--- config.mk ---
export PLATFORM = sky130hd
export DESIGN_NAME = rtc_burst_ctrl
export DESIGN_NICKNAME = d
export VERILOG_FILES = /design/src/rtl/rtc_burst_ctrl_pkg.sv /design/src/rtl/rtc_addr_cnt.sv /design/src/rtl/rtc_burst_ctrl.sv
export SDC_FILE = /design/constraint.sdc
export NUM_CORES = 1
export LEC_CHECK = 0
export CAP_MARGIN = 20
export CORE_MARGIN = 2
export CORE_UTILIZATION = 35
export CTS_CLUSTER_DIAMETER = 120
export DETAILED_ROUTE_END_ITERATION = 8
export PLACE_DENSITY = 0.73
export SLEW_MARGIN = 20
export SYNTH_ARGS = -nofsm -noshare
export SYNTH_HDL_FRONTEND = slang
export SYNTH_SLANG_ARGS = --single-unit
--- constraint.sdc ---
create_clock -name clkCTRL -period 2.7 [get_ports clkCTRL]
set_input_delay 0.54 -clock clkCTRL [delete_from_list [all_inputs] [get_ports clkCTRL]]
set_output_delay 0.54 -clock clkCTRL [all_outputs]
set_load 0.01 [all_outputs]
--- src/rtl/rtc_burst_ctrl_pkg.sv ---
// Shared definitions for the RTC multiplexed-bus burst controller: state codes,
// default timing and the idle levels of the bus outputs.
package rtc_burst_ctrl_pkg;

    localparam logic [2:0] ST_IDLE  = 3'd0;
    localparam logic [2:0] ST_ADDR  = 3'd1;
    localparam logic [2:0] ST_GAP_A = 3'd2;
    localparam logic [2:0] ST_DATA  = 3'd3;
    localparam logic [2:0] ST_GAP_D = 3'd4;
    localparam logic [2:0] ST_NEXT  = 3'd5;
    localparam logic [2:0] ST_FIN   = 3'd6;

    localparam int DEF_T_ADDR    = 4;
    localparam int DEF_T_STROBE  = 8;
    localparam int DEF_T_GAP     = 4;
    localparam int DEF_LAST_ADDR = 8;

    typedef struct packed {
        logic       cs_n;
        logic       ale;
        logic       rd_n;
        logic       wr_n;
        logic       oe;
        logic [7:0] ad;
    } bus_t;

    localparam bus_t BUS_IDLE = '{1'b1, 1'b0, 1'b1, 1'b1, 1'b0, 8'h00};

    // Phase counter preload: a phase of t clocks counts t-1 down to 0.
    function automatic logic [3:0] phase_load(input int t);
        return 4'(t - 1);
    endfunction

endpackage

--- src/rtl/rtc_addr_cnt.sv ---
// Register-address counter for a burst: clears at burst start, steps once per
// transaction and saturates at LAST, flagging the terminal address.
module rtc_addr_cnt #(
    parameter int LAST = 8
) (
    input  logic       clkCTRL,
    input  logic       resetCTRL,
    input  logic       clr,
    input  logic       en,
    output logic [3:0] cnt,
    output logic [3:0] cnt_next,
    output logic       tc
);

    logic [3:0] cnt_q;
    logic [3:0] cnt_d;

    always_comb begin
        cnt_d = cnt_q;
        if (clr) begin
            cnt_d = 4'd0;
        end else if (en && (cnt_q != 4'(LAST))) begin
            cnt_d = cnt_q + 4'd1;
        end
    end

    always_ff @(posedge clkCTRL) begin
        if (resetCTRL) begin
            cnt_q <= 4'd0;
        end else begin
            cnt_q <= cnt_d;
        end
    end

    assign cnt      = cnt_q;
    assign cnt_next = cnt_d;
    assign tc       = (cnt_q == 4'(LAST));

endmodule

--- src/rtl/rtc_burst_ctrl.sv ---
// Burst sequencer for a multiplexed-address RTC bus: walks register addresses
// 0..LAST_ADDR, issuing an ALE address phase and an RD/WR strobe phase for each.
module rtc_burst_ctrl
    import rtc_burst_ctrl_pkg::*;
#(
    parameter int T_ADDR    = DEF_T_ADDR,
    parameter int T_STROBE  = DEF_T_STROBE,
    parameter int T_GAP     = DEF_T_GAP,
    parameter int LAST_ADDR = DEF_LAST_ADDR
) (
    input  logic       clkCTRL,
    input  logic       resetCTRL,
    input  logic       start,
    input  logic       wr_mode,
    input  logic [7:0] wr_data,
    input  logic [7:0] ad_in,
    output logic [7:0] ad_out,
    output logic       ad_oe,
    output logic       cs_n,
    output logic       ale,
    output logic       rd_n,
    output logic       wr_n,
    output logic [3:0] addr,
    output logic [7:0] rd_data,
    output logic       rd_valid,
    output logic       busy,
    output logic       done
);

    logic [2:0] state_q, state_d;
    logic [3:0] phase_q, phase_d;
    logic       wr_mode_q, wr_mode_d;
    bus_t       bus_q, bus_d;
    logic [7:0] rd_data_q, rd_data_d;
    logic       rd_valid_q, rd_valid_d;
    logic       busy_q, busy_d;
    logic       done_q, done_d;

    logic       phase_done;
    logic       cnt_clr, cnt_en;
    logic [3:0] addr_cnt, addr_cnt_next;
    logic       addr_tc;

    rtc_addr_cnt #(.LAST(LAST_ADDR)) u_addr_cnt (
        .clkCTRL  (clkCTRL),
        .resetCTRL(resetCTRL),
        .clr      (cnt_clr),
        .en       (cnt_en),
        .cnt      (addr_cnt),
        .cnt_next (addr_cnt_next),
        .tc       (addr_tc)
    );

    assign phase_done = (phase_q == 4'd0);

    always_comb begin
        state_d   = state_q;
        phase_d   = phase_q;
        wr_mode_d = wr_mode_q;
        cnt_clr   = 1'b0;
        cnt_en    = 1'b0;
        case (state_q)
            ST_IDLE: begin
                if (start) begin
                    state_d   = ST_ADDR;
                    phase_d   = phase_load(T_ADDR);
                    wr_mode_d = wr_mode;
                    cnt_clr   = 1'b1;
                end
            end
            ST_ADDR: begin
                if (phase_done) begin
                    state_d = ST_GAP_A;
                    phase_d = phase_load(T_GAP);
                end else begin
                    phase_d = phase_q - 4'd1;
                end
            end
            ST_GAP_A: begin
                if (phase_done) begin
                    state_d = ST_DATA;
                    phase_d = phase_load(T_STROBE);
                end else begin
                    phase_d = phase_q - 4'd1;
                end
            end
            ST_DATA: begin
                if (phase_done) begin
                    state_d = ST_GAP_D;
                    phase_d = phase_load(T_GAP);
                end else begin
                    phase_d = phase_q - 4'd1;
                end
            end
            ST_GAP_D: begin
                if (phase_done) begin
                    state_d = ST_NEXT;
                    phase_d = 4'd0;
                end else begin
                    phase_d = phase_q - 4'd1;
                end
            end
            ST_NEXT: begin
                if (addr_tc) begin
                    state_d = ST_FIN;
                    phase_d = 4'd0;
                end else begin
                    state_d = ST_ADDR;
                    phase_d = phase_load(T_ADDR);
                    cnt_en  = 1'b1;
                end
            end
            ST_FIN: begin
                state_d = ST_IDLE;
                phase_d = 4'd0;
            end
            default: begin
                state_d = ST_IDLE;
                phase_d = 4'd0;
            end
        endcase
    end

    // Outputs are decoded from the next state so the registered bus lines up
    // with the state register on the same clock.
    always_comb begin
        bus_d      = BUS_IDLE;
        rd_valid_d = (state_q == ST_DATA) && phase_done && !wr_mode_q;
        rd_data_d  = rd_valid_d ? ad_in : rd_data_q;
        busy_d     = (state_d != ST_IDLE);
        done_d     = (state_d == ST_FIN);
        case (state_d)
            ST_ADDR: begin
                bus_d.cs_n = 1'b0;
                bus_d.ale  = 1'b1;
                bus_d.oe   = 1'b1;
                bus_d.ad   = {4'b0000, addr_cnt_next};
            end
            ST_GAP_A, ST_GAP_D, ST_NEXT: begin
                bus_d.cs_n = 1'b0;
            end
            ST_DATA: begin
                bus_d.cs_n = 1'b0;
                if (wr_mode_q) begin
                    bus_d.wr_n = 1'b0;
                    bus_d.oe   = 1'b1;
                    bus_d.ad   = (state_q == ST_DATA) ? bus_q.ad : wr_data;
                end else begin
                    bus_d.rd_n = 1'b0;
                end
            end
            default: begin
            end
        endcase
    end

    always_ff @(posedge clkCTRL) begin
        if (resetCTRL) begin
            state_q    <= ST_IDLE;
            phase_q    <= 4'd0;
            wr_mode_q  <= 1'b0;
            bus_q      <= BUS_IDLE;
            rd_data_q  <= 8'h00;
            rd_valid_q <= 1'b0;
            busy_q     <= 1'b0;
            done_q     <= 1'b0;
        end else begin
            state_q    <= state_d;
            phase_q    <= phase_d;
            wr_mode_q  <= wr_mode_d;
            bus_q      <= bus_d;
            rd_data_q  <= rd_data_d;
            rd_valid_q <= rd_valid_d;
            busy_q     <= busy_d;
            done_q     <= done_d;
        end
    end

    assign ad_out   = bus_q.ad;
    assign ad_oe    = bus_q.oe;
    assign cs_n     = bus_q.cs_n;
    assign ale      = bus_q.ale;
    assign rd_n     = bus_q.rd_n;
    assign wr_n     = bus_q.wr_n;
    assign addr     = addr_cnt;
    assign rd_data  = rd_data_q;
    assign rd_valid = rd_valid_q;
    assign busy     = busy_q;
    assign done     = done_q;

endmodule

==> flow_summary.json <==
{
  "status": "completed",
  "r2r-start": "phase_q[0]$_SDFFE_PP0P_",
  "numCtsBuffers": 5,
  "drc": 0,
  "grt_pass1_vias": 1372,
  "syn2layout_area_growth_pct": 36.20,
  "multi_input_area_um2": 843.3,
  "first_iter_violations": 68,
  "min_period_over_period_pct": 73.76,
  "hpwlAfterDp_um": 2888,
  "nFillCells": 431,
  "clkLatencyLatePin_ns": 0.28,
  "ys_top_cells_by_count": "dfxtp_1 (36), nand2_1 (31), a21oi_1 (23), nor2_1 (10), clkbuf_1 (8)",
  "leakagePower_uw": 0.0008143,
  "groute.usage.overall_pct": 15.41,
  "dr.pass1.iters": 4,
  "hp-class": "reg2reg",
  "pwr-share-comb_pct": 27.2,
  "yosysSeqAreaShare_pct": 43.80,
  "synth_area_um2": 1645,
  "yosysMostFrequentCell": "dfxtp_1",
  "ff_latch_area_um2": 720.7,
  "ir_drop_mv": 0.2594,
  "regToRegSetupSlack_ns": 0.71,
  "synth_enable_flop_cells": 0,
  "clk_pin_slew_worst_paths_ns": 0.07,
  "grt-ovfl-total": 0,
  "max_freq_ghz": 0.5021,
  "die_area_um2": 5266,
  "drv_cap": 0,
  "finalWirelength_um": 3954,
  "chipHeight_um": 72.57,
  "whs_endpoint": "rd_data[1]$_SDFFE_PP0P_",
  "start_util_pct": 37.02,
  "holdPathStages": 2,
  "syn_nets": 214,
  "setup_tns_ns": 0,
  "rsz0062_at_grt": "false",
  "cellPowerDensity_nw_per_um2": 688.5,
  "place.gp.congestion": 0.8317,
  "synth.top_cell.area_share_pct": 43.80,
  "cts_max_path_buffers": 2,
  "cts_tree": "yes",
  "relSlewSlack_pct": 51.96,
  "finalSetupViolations": 0,
  "setup.worst_path.start_class": "flop",
  "fp-row-count": 24,
  "drive_gt1_share_pct": 7.660,
  "grt_pass1_wl_um": 6417,
  "h-tree-depth": 2,
  "vias": 1487,
  "cts_resized": 0,
  "critPathMaxFanout": 9,
  "synthFlopType": "dfxtp_1",
  "dr.max_layer_used": "met4",
  "synth_cell_type_count": 45,
  "clock_skew_ns": 0.009423,
  "postRouteAntennaNets": 0,
  "arrival_ns": 2.20,
  "syn_inst": 190,
  "crit_start": "phase_q[0]$_SDFFE_PP0P_",
  "hold_buffers": 0,
  "switchingPower_uw": 481.9,
  "postCtsSetupRepairBufs": 0,
  "synthTopCellsByArea": "dfxtp_1 (44%), nand2_1 (7.1%), a21oi_1 (7.0%), ha_1 (3.0%), nor2_1 (2.3%)",
  "yosysWarnings": 0,
  "timing.rr.end": "ad_out[0]$_SDFFE_PP0P_",
  "rr_worst_depth": 6,
  "io_buffer_count": 47,
  "wl_met3_um": 175,
  "cts_root_buffer": "clkbuf_8",
  "critPathCaptureType": "flop",
  "p_clk_share_pct": 30.0,
  "path_class": "reg2reg",
  "drv_slew": 0,
  "cp.required_ns": 2.91,
  "routedWlPerCell_um": 13.78,
  "whs_ns": 0.4491,
  "num_antenna_cells": 0,
  "fin_nets": 258,
  "worst_pin_slew_ns": 0.7196,
  "boundaryPins": 48,
  "wl_met2_um": 1883,
  "async_flop_share_pct": 0,
  "coreArea_um2": 4444,
  "hold_viol_final": 0,
  "syn_avg_cell_area_um2": 8.660,
  "via_per_inst": 5.181,
  "p_seq_share_pct": 42.8,
  "grt_max_degree": 23,
  "dieWidth_um": 72.57,
  "switching_share_pct": 31.24,
  "wl_met1_um": 1847,
  "numClockSinks": 36,
  "yosysTopAreaCell": "dfxtp_1",
  "layout_min_cycle_time_ns": 1.991,
  "intPower_uw": 1061,
  "synth-seq-cells": 36,
  "antenna_found_initial": 0,
  "hold_start": "rd_data[1]$_SDFFE_PP0P_"
}
cells in the final DEF, fill, tap and decap left out, types with 2 or more instances in the layout:
cell              n
a211oi_1          2
a21oi_1          23
and2_1            2
buf_4             2
clkbuf_8          5
clkdlybuf4s50_1  47
dfxtp_1          36
ha_1              4
inv_1             5
mux2i_1           3
nand2_1          31
nand2b_1          3
nand3_1           2
nand3b_1          3
nand4_1           2
nand4b_1          2
nor2_1           10
nor2b_1           3
nor3_1            3
nor4_1            2
o211ai_1          2
o21ai_0           3
o22ai_1           6
or2_2             3
or3_1             6
xnor2_1           2
xor2_1            2
flip-flops by register name, summed over array words and instances, names as in the netlist, 3 cells and up:
name,count
ad_out,8
u_addr_cnt.cnt,4
rd_data,8
phase_q,4
state_q,3
cell type report:
class / count / share of cell area (%)
Clock inverter: 2 / 1.563
Tap cell: 52 / 2.903
Timing Repair Buffer: 49 / 21.66
Multi-Input combinational cell: 137 / 37.63
Sequential cell: 36 / 32.16
Inverter: 5 / 0.8375
Clock buffer: 6 / 3.238
stage by stage:
step	instances	cell area [µm²]	total power, µW	utilization, %	worst slack (ns)
final	287	2241	1543	50.42	0.7085
after global routing	287	2241	1634	50.42	0.5796
after CTS	287	2241	1553	50.42	0.6846
after detailed placement	279	2133	1088	48.00	0.7039
after global placement	279	2133	1086	48.00	0.7138
after floorplan	190	1645	967.5	-	0.9542
critical path, stage by stage, from the launching register on:
cell,delay (ns)
dfxtp_1,0.38
inv_1,0.07
ha_1,0.22
or3b_1,0.39
mux2i_1,0.16
or4b_4,0.53
o22ai_1,0.17
routing by layer:
layer	global-route usage, %	vias to the layer above
li1	-	754
met1	21.32	688
met2	23.84	41
met3	3.472	4
met4	4.938	0
met5	0	-
logic make-up after synthesis:
family	after synthesis	synth area share, %
AOI/OAI and AO/OA	45	16.96
xor gates and xnor gates	4	2.130
adders and majority gates	4	3.042
buffers and inverters	17	4.943
DFF	36	43.80
muxes	3	1.825
and+or+nand+nor	81	27.30
power by group through the flow:
stage	sequential [µW]	combinational [µW]	clock [µW]
global placement	669	417	0
detailed placement	672	417	0
floorplan	636	332	0
global route	671	465	498
finish	661	419	463
CTS	659	421	472
worst max path at each step:
stage | to | cells past startpoint | slack, ns
final | ad_out[0]$_SDFFE_PP0P_ | 6 | 0.71
after CTS | ad_out[0]$_SDFFE_PP0P_ | 6 | 0.68
after global routing | ad_out[0]$_SDFFE_PP0P_ | 6 | 0.58
after detailed placement | ad_out[0]$_SDFFE_PP0P_ | 3 | 0.70
after floorplan | rd_data[0]$_SDFFE_PP0P_ | 8 | 0.95
after global placement | ad_out[0]$_SDFFE_PP0P_ | 3 | 0.71
No activity file was read; power rests on OpenSTA's default activity.
